File: config.mk
export PLATFORM = sky130hd
export DESIGN_NAME = pipe_flow_ctrl
export DESIGN_NICKNAME = d
export VERILOG_FILES = /design/src/rtl/pipe_flow_ctrl.sv
export SDC_FILE = /design/constraint.sdc
export NUM_CORES = 1
export LEC_CHECK = 0
export BUFFER_PORTS_ARGS = -buffer_cell sky130_fd_sc_hd__buf_2
export CELL_PAD_IN_SITES_DETAIL_PLACEMENT = 0
export CELL_PAD_IN_SITES_GLOBAL_PLACEMENT = 1
export CORE_MARGIN = 4
export CORE_UTILIZATION = 40
export DETAILED_ROUTE_END_ITERATION = 7
export GPL_TIMING_DRIVEN = 0
export MAX_ROUTING_LAYER = met4
export PLACE_DENSITY = 0.83
export SYNTH_ARGS = -nofsm -noshare
export SYNTH_HDL_FRONTEND = slang
export SYNTH_SLANG_ARGS = --single-unit
File: constraint.sdc
create_clock -name clk -period 1.9 [get_ports clk]
set_input_delay 0.19 -clock clk [delete_from_list [all_inputs] [get_ports clk]]
set_output_delay 0.19 -clock clk [all_outputs]
set_load 0.05 [all_outputs]
File: src/rtl/pipe_flow_ctrl.sv
// Pipeline flow controller: per-register WORK/STOP/REFRESH codes from hazards,
// data-memory wait handling with timeout, and a saturating stall statistic.
module pipe_flow_ctrl #(
  parameter int FLOW_WIDTH      = 2,
  parameter int MEM_TIMEOUT     = 16,
  parameter int STALL_CNT_WIDTH = 16
) (
  input  logic                       clk,
  input  logic                       rst_n,
  input  logic                       jump_i,
  input  logic                       load_use_i,
  input  logic                       pr_acess_mem_flag_i,
  input  logic                       mem_ready_i,
  output logic [FLOW_WIDTH-1:0]      flow_pc_o,
  output logic [FLOW_WIDTH-1:0]      flow_if_o,
  output logic [FLOW_WIDTH-1:0]      flow_id_o,
  output logic [FLOW_WIDTH-1:0]      flow_ex_o,
  output logic [FLOW_WIDTH-1:0]      flow_as_o,
  output logic                       mem_req_o,
  output logic                       timeout_o,
  output logic [STALL_CNT_WIDTH-1:0] stall_cnt_o
);

  // state    | meaning
  // RUN      | normal issue, hazard rules active
  // MEM_WAIT | data access outstanding, pipeline frozen until ready
  // TOUT     | access abandoned, flush whole pipeline for one cycle
  typedef enum logic [1:0] {RUN, MEM_WAIT, TOUT} state_e;

  localparam logic [FLOW_WIDTH-1:0] WORK    = FLOW_WIDTH'(2'b00);
  localparam logic [FLOW_WIDTH-1:0] STOP    = FLOW_WIDTH'(2'b01);
  localparam logic [FLOW_WIDTH-1:0] REFRESH = FLOW_WIDTH'(2'b10);

  localparam logic [7:0]                 WAIT_LAST = 8'(MEM_TIMEOUT - 1);
  localparam logic [STALL_CNT_WIDTH-1:0] STALL_ONE = STALL_CNT_WIDTH'(1);

  state_e                     state_q, state_d;
  logic [7:0]                 wait_q, wait_d;
  logic [STALL_CNT_WIDTH-1:0] stall_q, stall_d;

  logic [FLOW_WIDTH-1:0] pc_f, if_f, id_f, ex_f, as_f;
  logic                  tout_f;
  logic                  run_rules;

  always_ff @(posedge clk or negedge rst_n) begin
    if (!rst_n) begin
      state_q <= RUN;
      wait_q  <= 8'd0;
      stall_q <= '0;
    end else begin
      state_q <= state_d;
      wait_q  <= wait_d;
      stall_q <= stall_d;
    end
  end

  always_comb begin
    state_d   = state_q;
    wait_d    = wait_q;
    pc_f      = WORK;
    if_f      = WORK;
    id_f      = WORK;
    ex_f      = WORK;
    as_f      = WORK;
    tout_f    = 1'b0;
    run_rules = 1'b0;

    case (state_q)
      RUN: run_rules = 1'b1;
      MEM_WAIT: begin
        if (mem_ready_i) begin
          run_rules = 1'b1;
        end else begin
          pc_f = STOP;
          if_f = STOP;
          id_f = STOP;
          ex_f = STOP;
          as_f = STOP;
          if (wait_q == WAIT_LAST) state_d = TOUT;
          else                     wait_d  = wait_q + 8'd1;
        end
      end
      TOUT: begin
        pc_f    = REFRESH;
        if_f    = REFRESH;
        id_f    = REFRESH;
        ex_f    = REFRESH;
        as_f    = REFRESH;
        tout_f  = 1'b1;
        state_d = RUN;
      end
      default: state_d = RUN;
    endcase

    // Hazard flows and the memory-flag transition are independent of each other.
    if (run_rules) begin
      if (jump_i) begin
        if_f = REFRESH;
        id_f = REFRESH;
      end else if (load_use_i) begin
        pc_f = STOP;
        if_f = STOP;
        id_f = REFRESH;
      end
      if (pr_acess_mem_flag_i) begin
        state_d = MEM_WAIT;
        wait_d  = 8'd0;
      end else begin
        state_d = RUN;
      end
    end
  end

  always_comb begin
    stall_d = stall_q;
    if (flow_pc_o == STOP && stall_q != '1) stall_d = stall_q + STALL_ONE;
  end

  assign flow_pc_o   = rst_n ? pc_f : REFRESH;
  assign flow_if_o   = rst_n ? if_f : REFRESH;
  assign flow_id_o   = rst_n ? id_f : REFRESH;
  assign flow_ex_o   = rst_n ? ex_f : REFRESH;
  assign flow_as_o   = rst_n ? as_f : REFRESH;
  assign timeout_o   = rst_n & tout_f;
  assign mem_req_o   = (state_q == MEM_WAIT);
  assign stall_cnt_o = stall_q;

endmodule

==> impl_metrics.ini <==
[run_status]
outcome = complete, no violations

[hold_path]
hold_path.startpoint = pr_acess_mem_flag_i
hold_path.class = in -> reg
hold_end = wait_q[1]
worst_hold_path.num_cells = 3

[clock_tree]
clk_pin_slew_ns = 0.13
cts_buffer_depth = 2
clock_latency_ns = 0.32
numClockSinks = 26
htreeDepth = 1
root_buffer = clkbuf_4
cts_tree = yes
numCtsBuffers = 3

[setup_path]
required_ns = 1.71
cp-startpoint = state_q[0]
crit_arrival_ns = 1.59
critical_path.max_fanout = 10
critPathKind = reg -> out
start_kind = flop
r2r_end = stall_cnt_o[12]
reg2reg_from = stall_cnt_o[0]
reg2reg_depth = 5
r2r_slack_ns = 0.15
end_kind = output port

[die]
rows = 21
dieArea_um2 = 4590
die_w_um = 67.7
initial_utilization_pct = 42.1
design.core.area_um2 = 3390
die_h_um = 67.7
ios = 34

[pwr]
pwr-share-comb_pct = 33.1
p_total_mw = 1.64
power_leakage_nw = 0.942
p_sw_share_pct = 39.5
switchingPower_uw = 648
p_per_area_nw_per_um2 = 929
seq_power_share_pct = 43.9
ir_worst_vdd_uv = 785
pwr-share-clk_pct = 23.0
intPower_uw = 992

[sta]
max_freq_mhz = 561
slew_viol_final = 0
finalHoldViolCount = 0
final-setup-viol-count = 0
period_share_pct = 93.9
period_needed_ns = 1.78
layout_setup_ws_ns = 0.116
finClkSkew_ns = 0.0174
slew-limit-headroom_pct = 44.3
tightestPinTransition_ns = 0.834
setup-tns-final_ns = 0
fin_hold_ws_ns = 0.334

[synth]
ys_ff_latch = 26
synth.area.top_cells = dfrtp_1 (46%), xor2_1 (13%), nand4_1 (2.6%)
async_reset_ff_share_pct = 100
syn_nets = 142
synthCells = 134
yosys.area_share.simple_pct = 28.6
syn_area_per_cell_um2 = 10.6
synth.area.mux_share_pct = 2.28
ys_warn_count = 0
synth_edf_count = 0
synth_common_cells = dfrtp_1 (26), xor2_1 (21), nand2_1 (8), nor2_1 (8)
netlist.area_leader.share_pct = 45.6
synth.cell_area_um2 = 1430
synth_top_family_by_area = simple AND/OR/NAND/NOR gates
synth.distinct_cells = 34
yosysTopAreaCell = dfrtp_1
synthAdderAreaFrac_pct = 1.75
synthFlopType = dfrtp_1
synth-xor-area-share_pct = 12.9
synth-compound-area-share_pct = 4.65
yosysSeqAreaShare_pct = 45.6
synth.most_common_cell = dfrtp_1

[detailed_routing]
drt-total-wl_mm = 2.98
drt-vias-per-instance = 5.05
drt_iter0_markers = 38
dr.pass1.iters = 4
drc = 0
wire_per_inst_um = 13.4
ant_nets = 0
via_count = 1121

[flow_run]
cap_violations = 0

[placement]
gp_congestion = 0.775
dp_cells = 213
post-dp-hpwl_mm = 2.12
portBuffers = 33
placed_area_um2 = 1650
post-place-ws_ns = 0.0707

[global_route]
antenna_found_initial = 0
grt_pass1_wl_mm = 4.89
grt_pass1_vias = 1060
grt_usage_pct = 14.3
grt_start_max_net_pins = 27
grt_overflow = 0

[finish]
final_nets = 185
fillers = 312
syn2layout_area_growth_pct = 23.9
n_antenna_cell = 0
fin_util_pct = 52.1
layout.cell_area.non_filler_um2 = 1770
drive_gt1_share_pct = 32.4
layout.cells.non_filler = 222
-- worst max-delay path by stage --
stage / to / slack [ns] / cells after the start
after detailed placement: stall_cnt_o[14] / 0.07 / 5
final: flow_if_o[0] / 0.12 / 5
after floorplan: flow_id_o[1] / -0.13 / 4
after CTS: flow_if_o[0] / 0.03 / 5
after global routing: flow_pc_o[0] / -0.005 / 5
after global placement: stall_cnt_o[14] / 0.09 / 5
-- cells in the final DEF, fill, tap and decap left out, types with 4 or more instances in the layout --
master / instances
nor3b_1: 4
buf_4: 6
nand4_1: 6
nor4_1: 4
nor3_1: 5
nand3_1: 6
clkbuf_4: 4
nor4b_1: 4
nor2_1: 8
inv_1: 4
xor2_1: 21
buf_2: 32
and2_1: 4
and3_1: 4
nand2_1: 8
dfrtp_1: 23
-- kinds of logic after synthesis --
kind of cell,count (synthesis)
compound gates,8
fa+ha+maj,2
xor+xnor,21
simple gates,65
buf+inv,9
flops,26
mux,3
-- area by class of cell --
type	count	area [um^2]	area share, %
multi-input cells	99	722	40.9
well taps	46	57.6	3.26
repair buffers	38	220	12.5
clock buffers	3	22.5	1.27
inverters	4	15.0	0.850
flip-flops and latches	26	654	37.0
plain buffers	5	45.0	2.55
clock inverters	1	30.0	1.70
-- metal layers --
layer	GRT usage [%]	up-vias	part of all wire, %
met5	-	-	0
met4	4.56	0	0.94
met3	0.998	2	3.9
met2	23.6	23	50
met1	18.5	543	45
li1	-	553	-
-- power by group through the flow --
| stage | sequential (mW) | combinational, mW | clock (mW) |
|---|---|---|---|
| after floorplan | 0.923 | 0.197 | 0 |
| after global placement | 0.725 | 0.520 | 0 |
| after global routing | 0.739 | 0.576 | 0.409 |
| final | 0.720 | 0.542 | 0.378 |
| after detailed placement | 0.731 | 0.526 | 0 |
| after CTS | 0.721 | 0.540 | 0.392 |
-- state kept, by name, summed over array words and instances, names as in the netlist --
register / count
stall_cnt_o: 16
wait_q: 8
state_q: 2
-- repair_timing --
action,4_1_cts,5_1_grt
pin swaps,1,2
resized for setup,1,3
hold endpoints to repair,26,0
hold buffers,2,0
buffers inserted,1,2
endpoints found under the setup margin,3,7
-- critical path, cell delays in order, from the launching register on --
cell	delay, ns
dfrtp_1	0.44
nor2b_4	0.16
o211ai_4	0.25
buf_6	0.19
inv_1	0.04
buf_2	0.20
Power figures use the tool's default switching activity.
